==> src/rtl/loopback_router_nch.sv <==
// N-channel USB CDC loopback/router: per-channel FIFOs with LOOP, ROTATE and DISCARD routing.
// Optional per-channel TX byte counters are enabled by defining LOOPBACK_STATS_EN.
module loopback_router_nch #(
    parameter int CHANNELS   = 2,
    parameter int FIFO_DEPTH = 8,
    parameter int DATA_W     = 8,
    localparam int LVL_W     = $clog2(FIFO_DEPTH + 1)
) (
    input  logic                         clk_i,
    input  logic                         rst_i,
    input  logic [1:0]                   mode_i,
    input  logic [DATA_W*CHANNELS-1:0]   rx_data_i,
    input  logic [CHANNELS-1:0]          rx_valid_i,
    output logic [CHANNELS-1:0]          rx_ready_o,
    output logic [DATA_W*CHANNELS-1:0]   tx_data_o,
    output logic [CHANNELS-1:0]          tx_valid_o,
    input  logic [CHANNELS-1:0]          tx_ready_i,
    output logic [1:0]                   mode_o,
    output logic [LVL_W*CHANNELS-1:0]    level_o,
    output logic [16*CHANNELS-1:0]       stats_o
);

    typedef enum logic [1:0] {
        MODE_LOOP    = 2'd0,
        MODE_ROTATE  = 2'd1,
        MODE_DISCARD = 2'd2,
        MODE_RSVD    = 2'd3
    } mode_e;

    localparam int               PTR_W    = $clog2(FIFO_DEPTH);
    localparam logic [LVL_W-1:0] FULL_LVL = LVL_W'(FIFO_DEPTH);

    mode_e               mode_q;
    logic                rotate;
    logic                discard;
    logic                all_idle;
    logic [CHANNELS-1:0] full;
    logic [CHANNELS-1:0] not_empty;
    logic [CHANNELS-1:0] rx_hs;
    logic [CHANNELS-1:0] push;
    logic [CHANNELS-1:0] pop;

    assign rotate  = (mode_q == MODE_ROTATE);
    assign discard = (mode_q == MODE_DISCARD);
    assign rx_hs   = rx_valid_i & rx_ready_o;

    // A mode switch only happens when nothing is in flight, so no byte is ever re-routed mid-stream.
    assign all_idle = ~|not_empty & ~|rx_hs;

    // NOTE: sequential state uses non-blocking assignments so every flop samples pre-edge values.
    always_ff @(posedge clk_i) begin
        if (rst_i) begin
            mode_q <= MODE_LOOP;
        end else if (all_idle) begin
            mode_q <= mode_e'(mode_i);
        end
    end

    assign mode_o = mode_q;

    for (genvar k = 0; k < CHANNELS; k++) begin : g_ch
        localparam int NXT = (k + 1) % CHANNELS;
        localparam int PRV = (k + CHANNELS - 1) % CHANNELS;

        logic [DATA_W-1:0] mem_q [FIFO_DEPTH];
        logic [PTR_W-1:0]  wr_ptr_q;
        logic [PTR_W-1:0]  rd_ptr_q;
        logic [LVL_W-1:0]  level_q;
        logic [DATA_W-1:0] push_data;

        assign full[k]      = (level_q == FULL_LVL);
        assign not_empty[k] = (level_q != '0);

        // Source k feeds FIFO NXT when rotating; FIFO k is fed by source PRV.
        assign rx_ready_o[k] = discard | (rotate ? ~full[NXT] : ~full[k]);
        assign push[k]       = ~rst_i & ~discard & (rotate ? rx_hs[PRV] : rx_hs[k]);
        assign push_data     = rotate ? rx_data_i[DATA_W*PRV +: DATA_W]
                                      : rx_data_i[DATA_W*k +: DATA_W];
        assign pop[k]        = not_empty[k] & tx_ready_i[k];

        always_ff @(posedge clk_i) begin
            if (rst_i) begin
                wr_ptr_q <= '0;
                rd_ptr_q <= '0;
                level_q  <= '0;
            end else begin
                if (push[k]) wr_ptr_q <= wr_ptr_q + PTR_W'(1);
                if (pop[k])  rd_ptr_q <= rd_ptr_q + PTR_W'(1);
                if (push[k] && !pop[k]) begin
                    level_q <= level_q + LVL_W'(1);
                end else if (!push[k] && pop[k]) begin
                    level_q <= level_q - LVL_W'(1);
                end
            end
        end

        // NOTE: storage is not reset; pointers and level alone decide validity, keeping it RAM-inferable.
        always_ff @(posedge clk_i) begin
            if (push[k]) mem_q[wr_ptr_q] <= push_data;
        end

        assign tx_valid_o[k]                 = not_empty[k];
        assign tx_data_o[DATA_W*k +: DATA_W] = mem_q[rd_ptr_q];
        assign level_o[LVL_W*k +: LVL_W]     = level_q;

`ifdef LOOPBACK_STATS_EN
        logic [15:0] stat_q;

        always_ff @(posedge clk_i) begin
            if (rst_i) begin
                stat_q <= '0;
            end else if (pop[k] && stat_q != 16'hFFFF) begin
                stat_q <= stat_q + 16'd1;
            end
        end

        assign stats_o[16*k +: 16] = stat_q;
`else
        assign stats_o[16*k +: 16] = '0;
`endif
    end

endmodule

==> config.mk <==
export PLATFORM = sky130hd
export DESIGN_NAME = loopback_router_nch
export DESIGN_NICKNAME = d
export VERILOG_FILES = /design/src/rtl/loopback_router_nch.sv
export SDC_FILE = /design/constraint.sdc
export NUM_CORES = 1
export LEC_CHECK = 0
export BUFFER_PORTS_ARGS = -buffer_cell sky130_fd_sc_hd__buf_4
export CELL_PAD_IN_SITES_DETAIL_PLACEMENT = 1
export CELL_PAD_IN_SITES_GLOBAL_PLACEMENT = 2
export CORE_ASPECT_RATIO = 0.9
export CORE_MARGIN = 2
export CORE_UTILIZATION = 45
export DETAILED_ROUTE_END_ITERATION = 16
export PLACE_DENSITY_LB_ADDON = 0.3
export SLEW_MARGIN = 20
export SYNTH_ARGS = -nofsm -noshare
export SYNTH_HDL_FRONTEND = slang
export SYNTH_SLANG_ARGS = --single-unit
==> constraint.sdc <==
create_clock -name clk_i -period 6.3 [get_ports clk_i]
set_input_delay 0.63 -clock clk_i [delete_from_list [all_inputs] [get_ports clk_i]]
set_output_delay 0.63 -clock clk_i [all_outputs]
set_load 0.005 [all_outputs]
==> impl_results.md <==
* Clock Skew at 7.17 ps
* Die width at 133 um
* Root buffer cell: clkbuf_16
* Area Overhead vs Synth at 14.9%
* Chip Height at 120 um
* IO Port Bufs at 53
* WP data arrival at 3410 ps
* Postcts setup bufs at 0
* Post-DP HPWL at 8560 um
* #FFs+latches synth at 156
* Share of layout cells above drive strength 1 at 0.343
* Nets at 493
* Pwr/cell area at 394 mW/mm^2
* Final Setup Violations at 0
* Peak VDD IR at 0.000246 V
* Largest net degree at the start of global routing at 27
* Site Rows at 42
* Mean Syn Cell Area at 16.8 sq um
* Post-synthesis cell count at 402
* TritonCTS buffer count at 17
* Via count at 3429
* Most common cell after layout, fill and taps aside: edfxtp_1
* Post-DR vias/cell at 5.13
* Grt total ovfl at 0
* Initial DRC Count at 211
* RSZ-0062 raised after global routing: no
* Clk buf depth at 2
* Pins Over Slew Limit at 0
* Critical path startpoint category: register
* Fin Hold WS at 453 ps
* R2R depth at 10
* WL final at 13100 um
* Status: complete, no violations
* Area occupied by multi-input gates at 0.00208 sq mm
* F_max at 327 MHz
* Final ANT Viol Nets at 0
* GRT Total Usage at 0.177
* Final cell area excluding filler cells at 0.00774 sq mm
* Ant diodes at 0
* Number of synthesized flops with an enable pin at 128
* H-tree Lvls at 4
* CTS Hold Bufs at 0
* Fin crit share at 0.486
* DRT Pass-1 Iters at 4
* Avg WL per Cell at 19.6 um
* Setup crit end kind: register
* Fin. Hold Viols at 0
* Worst hold stages at 3
* DRC errors left at 0
* Worst-path clk slew at 60 ps
* Synth Cell Area at 0.00674 sq mm
* Slew margin rel. at 0.290
* Global-route wire length before repair at 20500 um
* Initial antenna violation count at 0
* Number of top-level pins at 86
* HP Class: in2reg
* CTS sink cnt at 156
* Storage element area at 0.00441 sq mm
* Crit path kind: reg2reg
* Core area at 0.0147 sq mm
* Ys flop type: edfxtp_1
* Placer Congestion at 0.784
* TritonCTS clock tree: built
* Reported max-cap violation count at 0
* # fillers at 1384
* Post-CTS sizing at 0
* Worst slew pin tran at 1060 ps
* Post-synthesis cell type count at 41
* Commonest non-fill, non-tap cells in the layout: 128 x edfxtp_1, 56 x buf_4, 33 x nor2_1
* Initial core utilization at 0.460
* Crit path time final at 3060 ps
* Sequential-to-total area share from yosys stat at 0.653
* Asr flop ratio synth at 0
* Placed instance area at 0.00717 sq mm
* Final WS setup at 3240 ps
* WP data required at 6650 ps
* Worst skew pair latency at 420 ps
* TNS Setup at 0 ps
* Vias in the first global route at 3552
* Pleak at 2.66 nW
* R2R Setup Slk at 3240 ps
* Warning count from the yosys run at 0
* Die ar. at 0.0160 sq mm
* Worst slack, placed at 3050 ps
* CP max FO at 10
## sequential cells by signal (all words and copies together), names as in the netlist, named ones only
register       cells
g_ch.mem_q       128
g_ch.level_q       8
g_ch.rd_ptr_q      6
g_ch.wr_ptr_q      6
mode_o             2
## cell usage after synthesis, types with 2 or more instances
master | count | share of area
ha_1 | 10 | 0.019
or4_1 | 2 | 0.0022
a21boi_0 | 2 | 0.0022
inv_1 | 4 | 0.0022
buf_2 | 3 | 0.0022
nor4b_2 | 2 | 0.0045
xor2_1 | 8 | 0.010
clkbuf_8 | 4 | 0.0082
mux2i_1 | 7 | 0.010
mux4_2 | 32 | 0.11
or3_1 | 2 | 0.0019
clkbuf_2 | 2 | 0.0015
mux2_2 | 32 | 0.053
nand2b_1 | 8 | 0.0074
dfxtp_1 | 28 | 0.083
nor3_1 | 4 | 0.0030
buf_4 | 32 | 0.036
fa_1 | 2 | 0.0059
o21ai_0 | 3 | 0.0022
nand3_1 | 4 | 0.0030
nor2_1 | 33 | 0.018
nand2_1 | 12 | 0.0067
xnor2_1 | 6 | 0.0078
a21oi_1 | 9 | 0.0067
clkbuf_1 | 5 | 0.0028
edfxtp_1 | 128 | 0.57
buf_1 | 4 | 0.0022
## path summary, 6_finish.rpt
kind / start / end
worst max-delay path: mode_o[0]$_SDFFE_PP0P_ / g_ch[1].level_q[3]$_SDFFE_PP0P_
worst min-delay path: mode_i[0] / mode_o[0]$_SDFFE_PP0P_
worst min register to register: g_ch[1].rd_ptr_q[1]$_SDFFE_PP0P_ / g_ch[1].rd_ptr_q[1]$_SDFFE_PP0P_
worst max register to register: mode_o[0]$_SDFFE_PP0P_ / g_ch[1].level_q[3]$_SDFFE_PP0P_
## worst max-delay path: stages (launching register included)
cell and delay, ps:
dfxtp_1 530, a21boi_0 180, a2111oi_2 700, ha_1 310, inv_1 100, ha_1 280
a21o_1 180, a21oi_1 180, xnor2_1 90, or3_1 310, a21oi_1 130
## power by group
group          total, mW  internal, mW  switching, mW
logic              0.714         0.425          0.289
clock network      0.984         0.582          0.402
registers           1.35          1.21          0.139
## cell type report
cell class / instances / area share
sequential: 156 / 0.569
clock buffer: 17 / 0.0549
tap: 198 / 0.0320
timing repair buffer: 56 / 0.0543
inverter: 4 / 0.00194
multi-input combinational: 222 / 0.269
clock inverter: 15 / 0.0191
## kinds of logic after synthesis
| kind of cell | share of synthesized area |
|---|---|
| flip-flops | 0.653 |
| adder cells (fa/ha/maj) | 0.0245 |
| XOR/XNOR | 0.0182 |
| AND/OR/NAND/NOR | 0.0509 |
| other | 0.000556 |
| buffers and inverters | 0.0564 |
| multiplexers | 0.171 |
| AO/OA/AOI/OAI | 0.0252 |
## routing by layer
layer  track usage  wire [um]
met3        0.0541        646
met5             0          0
met1         0.225       5670
met4        0.0618        194
met2         0.289       6570
## stage by stage
step | power (mW) | std cells | utilization
floorplan | 1.85 | 433 | -
global placement | 2.08 | 636 | 0.489
detailed placement | 2.11 | 636 | 0.489
CTS | 3.10 | 668 | 0.528
global route | 3.21 | 668 | 0.528
finish | 3.05 | 668 | 0.528
Power figures use the tool's default switching activity.
